### src/rtl/conversor_sinal_bcd_pkg.sv
// Shared types and constants for the signed/unsigned 8-bit to 3-digit BCD converter.
package conversor_sinal_bcd_pkg;

  localparam int LARGURA_DADO = 8;
  localparam int N_DIGITOS    = 3;
  localparam int LARGURA_BCD  = 4 * N_DIGITOS;

  // Index of the last double-dabble iteration (8 shifts, counter 0..7)
  localparam logic [2:0] ULTIMA_ITERACAO = 3'd7;

  typedef enum logic [1:0] {
    OCIOSO   = 2'd0,
    CONVERTE = 2'd1,
    FIM      = 2'd2
  } estado_t;

endpackage

### src/rtl/conversor_sinal_bcd_ajuste_bcd.sv
// Double-dabble nibble correction: adds 3 to a BCD digit that is 5 or more.
module ajuste_bcd
  import conversor_sinal_bcd_pkg::*;
(
  input  logic [3:0] valor_i,
  output logic [3:0] valor_o
);

  assign valor_o = (valor_i >= 4'd5) ? (valor_i + 4'd3) : valor_i;

endmodule

### src/rtl/conversor_sinal_bcd.sv
// Iterative sign-magnitude BCD converter, one double-dabble step per clock.
// States: OCIOSO = idle, waits for start | CONVERTE = shifting | FIM = pronto pulse.
module conversor_sinal_bcd
  import conversor_sinal_bcd_pkg::*;
(
  input  logic                    clk,
  input  logic                    rst,
  input  logic                    start,
  input  logic [LARGURA_DADO-1:0] entrada,
  input  logic                    modo_signed,
  output logic                    sinal,
  output logic [3:0]              centenas,
  output logic [3:0]              dezenas,
  output logic [3:0]              unidades,
  output logic                    ocupado,
  output logic                    pronto
);

  estado_t                 estado_q;
  logic                    negativo_q;
  logic [LARGURA_DADO-1:0] mag_q, mag_d;
  logic [LARGURA_BCD-1:0]  bcd_q, bcd_d, bcd_ajustado;
  logic [2:0]              cnt_q;
  logic                    sinal_q, ocupado_q, pronto_q;
  logic [3:0]              centenas_q, dezenas_q, unidades_q;
  logic                    negativo_entrada;

  for (genvar i = 0; i < N_DIGITOS; i++) begin : g_ajuste
    ajuste_bcd u_ajuste (
      .valor_i (bcd_q[4*i +: 4]),
      .valor_o (bcd_ajustado[4*i +: 4])
    );
  end

  // The hundreds digit never exceeds 2, so the bit shifted out is always 0
  always_comb begin
    bcd_d = '0;
    mag_d = '0;
    {bcd_d, mag_d} = {bcd_ajustado, mag_q} << 1;
  end

  assign negativo_entrada = modo_signed & entrada[LARGURA_DADO-1];

  always_ff @(posedge clk or posedge rst) begin
    if (rst) begin
      estado_q   <= OCIOSO;
      negativo_q <= 1'b0;
      mag_q      <= '0;
      bcd_q      <= '0;
      cnt_q      <= '0;
      sinal_q    <= 1'b0;
      centenas_q <= '0;
      dezenas_q  <= '0;
      unidades_q <= '0;
      ocupado_q  <= 1'b0;
      pronto_q   <= 1'b0;
    end else begin
      case (estado_q)
        OCIOSO: begin
          if (start) begin
            negativo_q <= negativo_entrada;
            // -0x80 wraps to 0x80, which is exactly magnitude 128
            mag_q      <= negativo_entrada ? (~entrada + 8'd1) : entrada;
            bcd_q      <= '0;
            cnt_q      <= '0;
            ocupado_q  <= 1'b1;
            estado_q   <= CONVERTE;
          end
        end
        CONVERTE: begin
          bcd_q <= bcd_d;
          mag_q <= mag_d;
          cnt_q <= cnt_q + 3'd1;
          if (cnt_q == ULTIMA_ITERACAO) begin
            sinal_q    <= negativo_q;
            centenas_q <= bcd_d[11:8];
            dezenas_q  <= bcd_d[7:4];
            unidades_q <= bcd_d[3:0];
            pronto_q   <= 1'b1;
            estado_q   <= FIM;
          end
        end
        FIM: begin
          pronto_q  <= 1'b0;
          ocupado_q <= 1'b0;
          estado_q  <= OCIOSO;
        end
        default: begin
          pronto_q  <= 1'b0;
          ocupado_q <= 1'b0;
          estado_q  <= OCIOSO;
        end
      endcase
    end
  end

  assign sinal    = sinal_q;
  assign centenas = centenas_q;
  assign dezenas  = dezenas_q;
  assign unidades = unidades_q;
  assign ocupado  = ocupado_q;
  assign pronto   = pronto_q;

endmodule

### config.mk
export PLATFORM = sky130hd
export DESIGN_NAME = conversor_sinal_bcd
export DESIGN_NICKNAME = d
export VERILOG_FILES = /design/src/rtl/conversor_sinal_bcd_pkg.sv /design/src/rtl/conversor_sinal_bcd_ajuste_bcd.sv /design/src/rtl/conversor_sinal_bcd.sv
export SDC_FILE = /design/constraint.sdc
export NUM_CORES = 1
export LEC_CHECK = 0
export CAP_MARGIN = 20
export CORE_MARGIN = 3
export CORE_UTILIZATION = 45
export CTS_CLUSTER_SIZE = 24
export DETAILED_ROUTE_END_ITERATION = 10
export PLACE_DENSITY = 0.74
export SYNTH_ARGS = -nofsm -noshare
export SYNTH_HDL_FRONTEND = slang
export SYNTH_SLANG_ARGS = --single-unit
### constraint.sdc
create_clock -name clk -period 3.16 [get_ports clk]
set_input_delay 0.632 -clock clk [delete_from_list [all_inputs] [get_ports clk]]
set_output_delay 0.632 -clock clk [all_outputs]
set_load 0.02 [all_outputs]
==> metrics.json <==
{
  "status": "completed",
  "p_total_mw": 2.48,
  "vdd.ir_drop.worst_uv": 390,
  "grt_start_max_net_pins": 42,
  "fin_cells": 270,
  "finalCritPeriodShare_pct": 60.3,
  "grt_use_total_pct": 15.7,
  "place.gp.congestion": 0.729,
  "flop_and_latch_count_out_of_synthesis": 41,
  "synth.top_cells.by_count": "41 x sky130_fd_sc_hd__dfrtp_1, 20 x sky130_fd_sc_hd__nand2_1, 19 x sky130_fd_sc_hd__o21ai_0",
  "pre_cts_slack_ps": 1010,
  "grt_setup_unrepaired": "no",
  "data_arrival_critical_path_ps": 1270,
  "die_x_um": 71.9,
  "cts_made_buffers": 5,
  "syn_to_final_growth_pct": 21.8,
  "finalNetCount": 240,
  "drc": 0,
  "die_ar_um2": 5170,
  "worst-slew-pin-transition_ps": 697,
  "grt-ovfl-total": 0,
  "mean_number_of_vias_per_cell": 5.27,
  "io_buffers": 26,
  "timing.rr.end": "sinal",
  "detail_route.wl_per_cell_um": 13.3,
  "placed_cells": 262,
  "synth_enable_flop_cells": 0,
  "holdBufCountCts": 0,
  "antenna_cells_inserted": 0,
  "netlist_instances": 190,
  "tns_ps": 0,
  "hold_slack_ps": 483,
  "cp_slowest_stage_delay_ps": 610,
  "max_cap_viol_count": 0,
  "timing.final.hold_violations": 0,
  "net_count_synth": 211,
  "clk_pin_slew_worst_paths_ps": 80,
  "finalWirelength_um": 3580,
  "antenna_left": 0,
  "mappedNetlistArea_um2": 1950,
  "post_synth_main_area_contributors": "sky130_fd_sc_hd__dfrtp_1 52%, sky130_fd_sc_hd__ha_1 5.8%, sky130_fd_sc_hd__o21ai_0 4.9%, sky130_fd_sc_hd__nand2_1 3.8%, sky130_fd_sc_hd__xnor2_1 3.6%",
  "path_cells": "clkdlybuf4s50_1",
  "sequential_cell_area_um2": 1030,
  "timing.final.max_slew_violations": 0,
  "multiInputGateArea_um2": 842,
  "io-pin-count": 27,
  "skew_ps": 5.14,
  "hpwl_um": 2520,
  "fp-row-count": 23,
  "starting_density_of_the_core_pct": 47.8,
  "fin_util_pct": 58.3,
  "power_per_cell_area_nw_per_um2": 1040,
  "rrSetupSlack_ps": 1400,
  "critical-path-slowest-cell": "sky130_fd_sc_hd__clkdlybuf4s50_1",
  "hold_path.class": "reg2reg",
  "fmax_mhz": 525,
  "initialDrtViolationCount": 65,
  "yosysWarnings": 0,
  "min_to": "dezenas[2]",
  "crit_path_max_fo": 2,
  "tritoncts": "done",
  "critPathBufInv": 1,
  "power.leakage_nw": 1.06,
  "end_kind": "output port",
  "cpLargestDelayFamily": "buffers and inverters",
  "worst_hold_startpoint": "dezenas[2]",
  "required_ps": 2530,
  "grt_antenna_before_repair": 0,
  "slew-limit-headroom_pct": 53.5,
  "synthMostInstantiatedCell": "sky130_fd_sc_hd__dfrtp_1",
  "num_vias": 1422,
  "cts.repair.resized": 0,
  "yosysUniqueCellTypes": 32,
  "drt-pass1-iter-count": 4,
  "coreArea_um2": 4090,
  "cts-root-buf": "sky130_fd_sc_hd__clkbuf_8",
  "clk_sink_count": 41,
  "finalCriticalPeriod_ps": 1910,
  "clock_latency_ps": 300,
  "vias_in_the_first_global_route": 1402,
  "r2r_start": "estado_q[0]",
  "synth_sequential_area_ratio_pct": 52.5,
  "crit_type": "reg2out",
  "cts.repair_timing.setup_buffer_count": 0,
  "async_s_r_ff_share_synth_pct": 100,
  "finalSetupViolCount": 0,
  "final_cell_area_um2": 2380,
  "fill_cells": 380,
  "synth.avg_cell_area_um2": 10.3,
  "layout_setup_ws_ps": 1250,
  "layout-drive-gt1-share_pct": 7.73,
  "clock_tree.htree_level_count": 2,
  "synth_top_cell_by_area": "sky130_fd_sc_hd__dfrtp_1",
  "die_height_um": 71.9,
  "grt_first_pass_wirelength_um": 6270,
  "dpl-instance-area_um2": 2250,
  "synth_ff_type": "sky130_fd_sc_hd__dfrtp_1",
  "worst_hold_path.num_cells": 2,
  "r2r_cells": 3,
  "clockBufferDepth": 2,
  "setup.worst_path.start_class": "flop",
  "top_area_cell_type_share_of_the_netlist_area_pct": 52.5
}
==> area by class of cell <==
type	instances	area share [%]
clock buffer	5	2.89
clock inverter	3	2.73
inverter	11	1.73
multi-input combinational	132	35.4
sequential	41	43.1
tap	50	2.63
timing repair buffer	28	11.6
==> cells in the final DEF (no fill, tap or decap) <==
cell and instances:
sky130_fd_sc_hd__a32o_1 1, sky130_fd_sc_hd__buf_4 2, sky130_fd_sc_hd__nor3_1 4, sky130_fd_sc_hd__bufinv_16 2
sky130_fd_sc_hd__o21ai_1 7, sky130_fd_sc_hd__a2bb2oi_1 2, sky130_fd_sc_hd__clkinv_2 1, sky130_fd_sc_hd__nand3_1 1
sky130_fd_sc_hd__a21oi_1 12, sky130_fd_sc_hd__clkbuf_8 5, sky130_fd_sc_hd__clkdlybuf4s50_1 26, sky130_fd_sc_hd__o21ai_0 19
sky130_fd_sc_hd__dfrtp_1 41, sky130_fd_sc_hd__a31oi_1 1, sky130_fd_sc_hd__nor3b_1 5, sky130_fd_sc_hd__a21o_1 3
sky130_fd_sc_hd__nor2b_1 1, sky130_fd_sc_hd__o31ai_1 1, sky130_fd_sc_hd__nor2_1 10, sky130_fd_sc_hd__nand2b_1 4
sky130_fd_sc_hd__inv_1 11, sky130_fd_sc_hd__a211oi_1 2, sky130_fd_sc_hd__nor2_2 1, sky130_fd_sc_hd__mux2i_1 1
sky130_fd_sc_hd__a221o_1 1, sky130_fd_sc_hd__nand3b_1 1, sky130_fd_sc_hd__mux2_2 5, sky130_fd_sc_hd__ha_1 9
sky130_fd_sc_hd__o22ai_1 8, sky130_fd_sc_hd__a22oi_1 2, sky130_fd_sc_hd__xnor2_1 8, sky130_fd_sc_hd__nand2_1 20
sky130_fd_sc_hd__a22o_1 2, sky130_fd_sc_hd__nand2_4 1
==> power by group <==
group	total, mW	leakage, nW	switching, mW	internal [mW]
clock network	0.497	0.0681	0.183	0.314
registers	0.911	0.509	0.150	0.761
logic	1.07	0.480	0.568	0.499
==> how the worst max path moves through the flow <==
| stage | startpoint | slack [ps] | end | cells past startpoint |
|---|---|---|---|---|
| 6_report | unidades[3] | 1250 | unidades[3] | 1 |
| 5_1_grt | unidades[3] | 1200 | unidades[3] | 1 |
| 4_1_cts | unidades[3] | 1240 | unidades[3] | 1 |
| 3_5_place_dp | start | 1010 | mag_q[7] | 5 |
| 3_3_place_gp | start | 1120 | mag_q[7] | 5 |
| 2_1_floorplan | rst | 1580 | bcd_q[0] | 1 |
==> metal layers <==
layer | part of all wire, % | GRT usage [%]
met3 | 4.9 | 4.71
met5 | 0 | 0
met4 | 2.4 | 7.52
met1 | 45 | 18.3
met2 | 48 | 26.3
==> sequential cells by signal (all words and copies together) (netlist names) <==
| register | cells |
|---|---|
| mag_q | 8 |
| pronto | 1 |
| bcd_q | 12 |
| centenas | 4 |
| ocupado | 1 |
| unidades | 4 |
| sinal | 1 |
| cnt_q | 3 |
| negativo_q | 1 |
| dezenas | 4 |
| estado_q | 2 |
==> kinds of logic after synthesis <==
logic type,after synthesis,share of synthesized area [%]
compound gates,61,18.5
xor+xnor,8,3.59
fa+ha+maj,9,5.76
buf+inv,17,4.42
flops,41,52.5
mux,6,3.39
simple gates,48,11.8
Note: power is estimated with default switching activity, not from simulation.
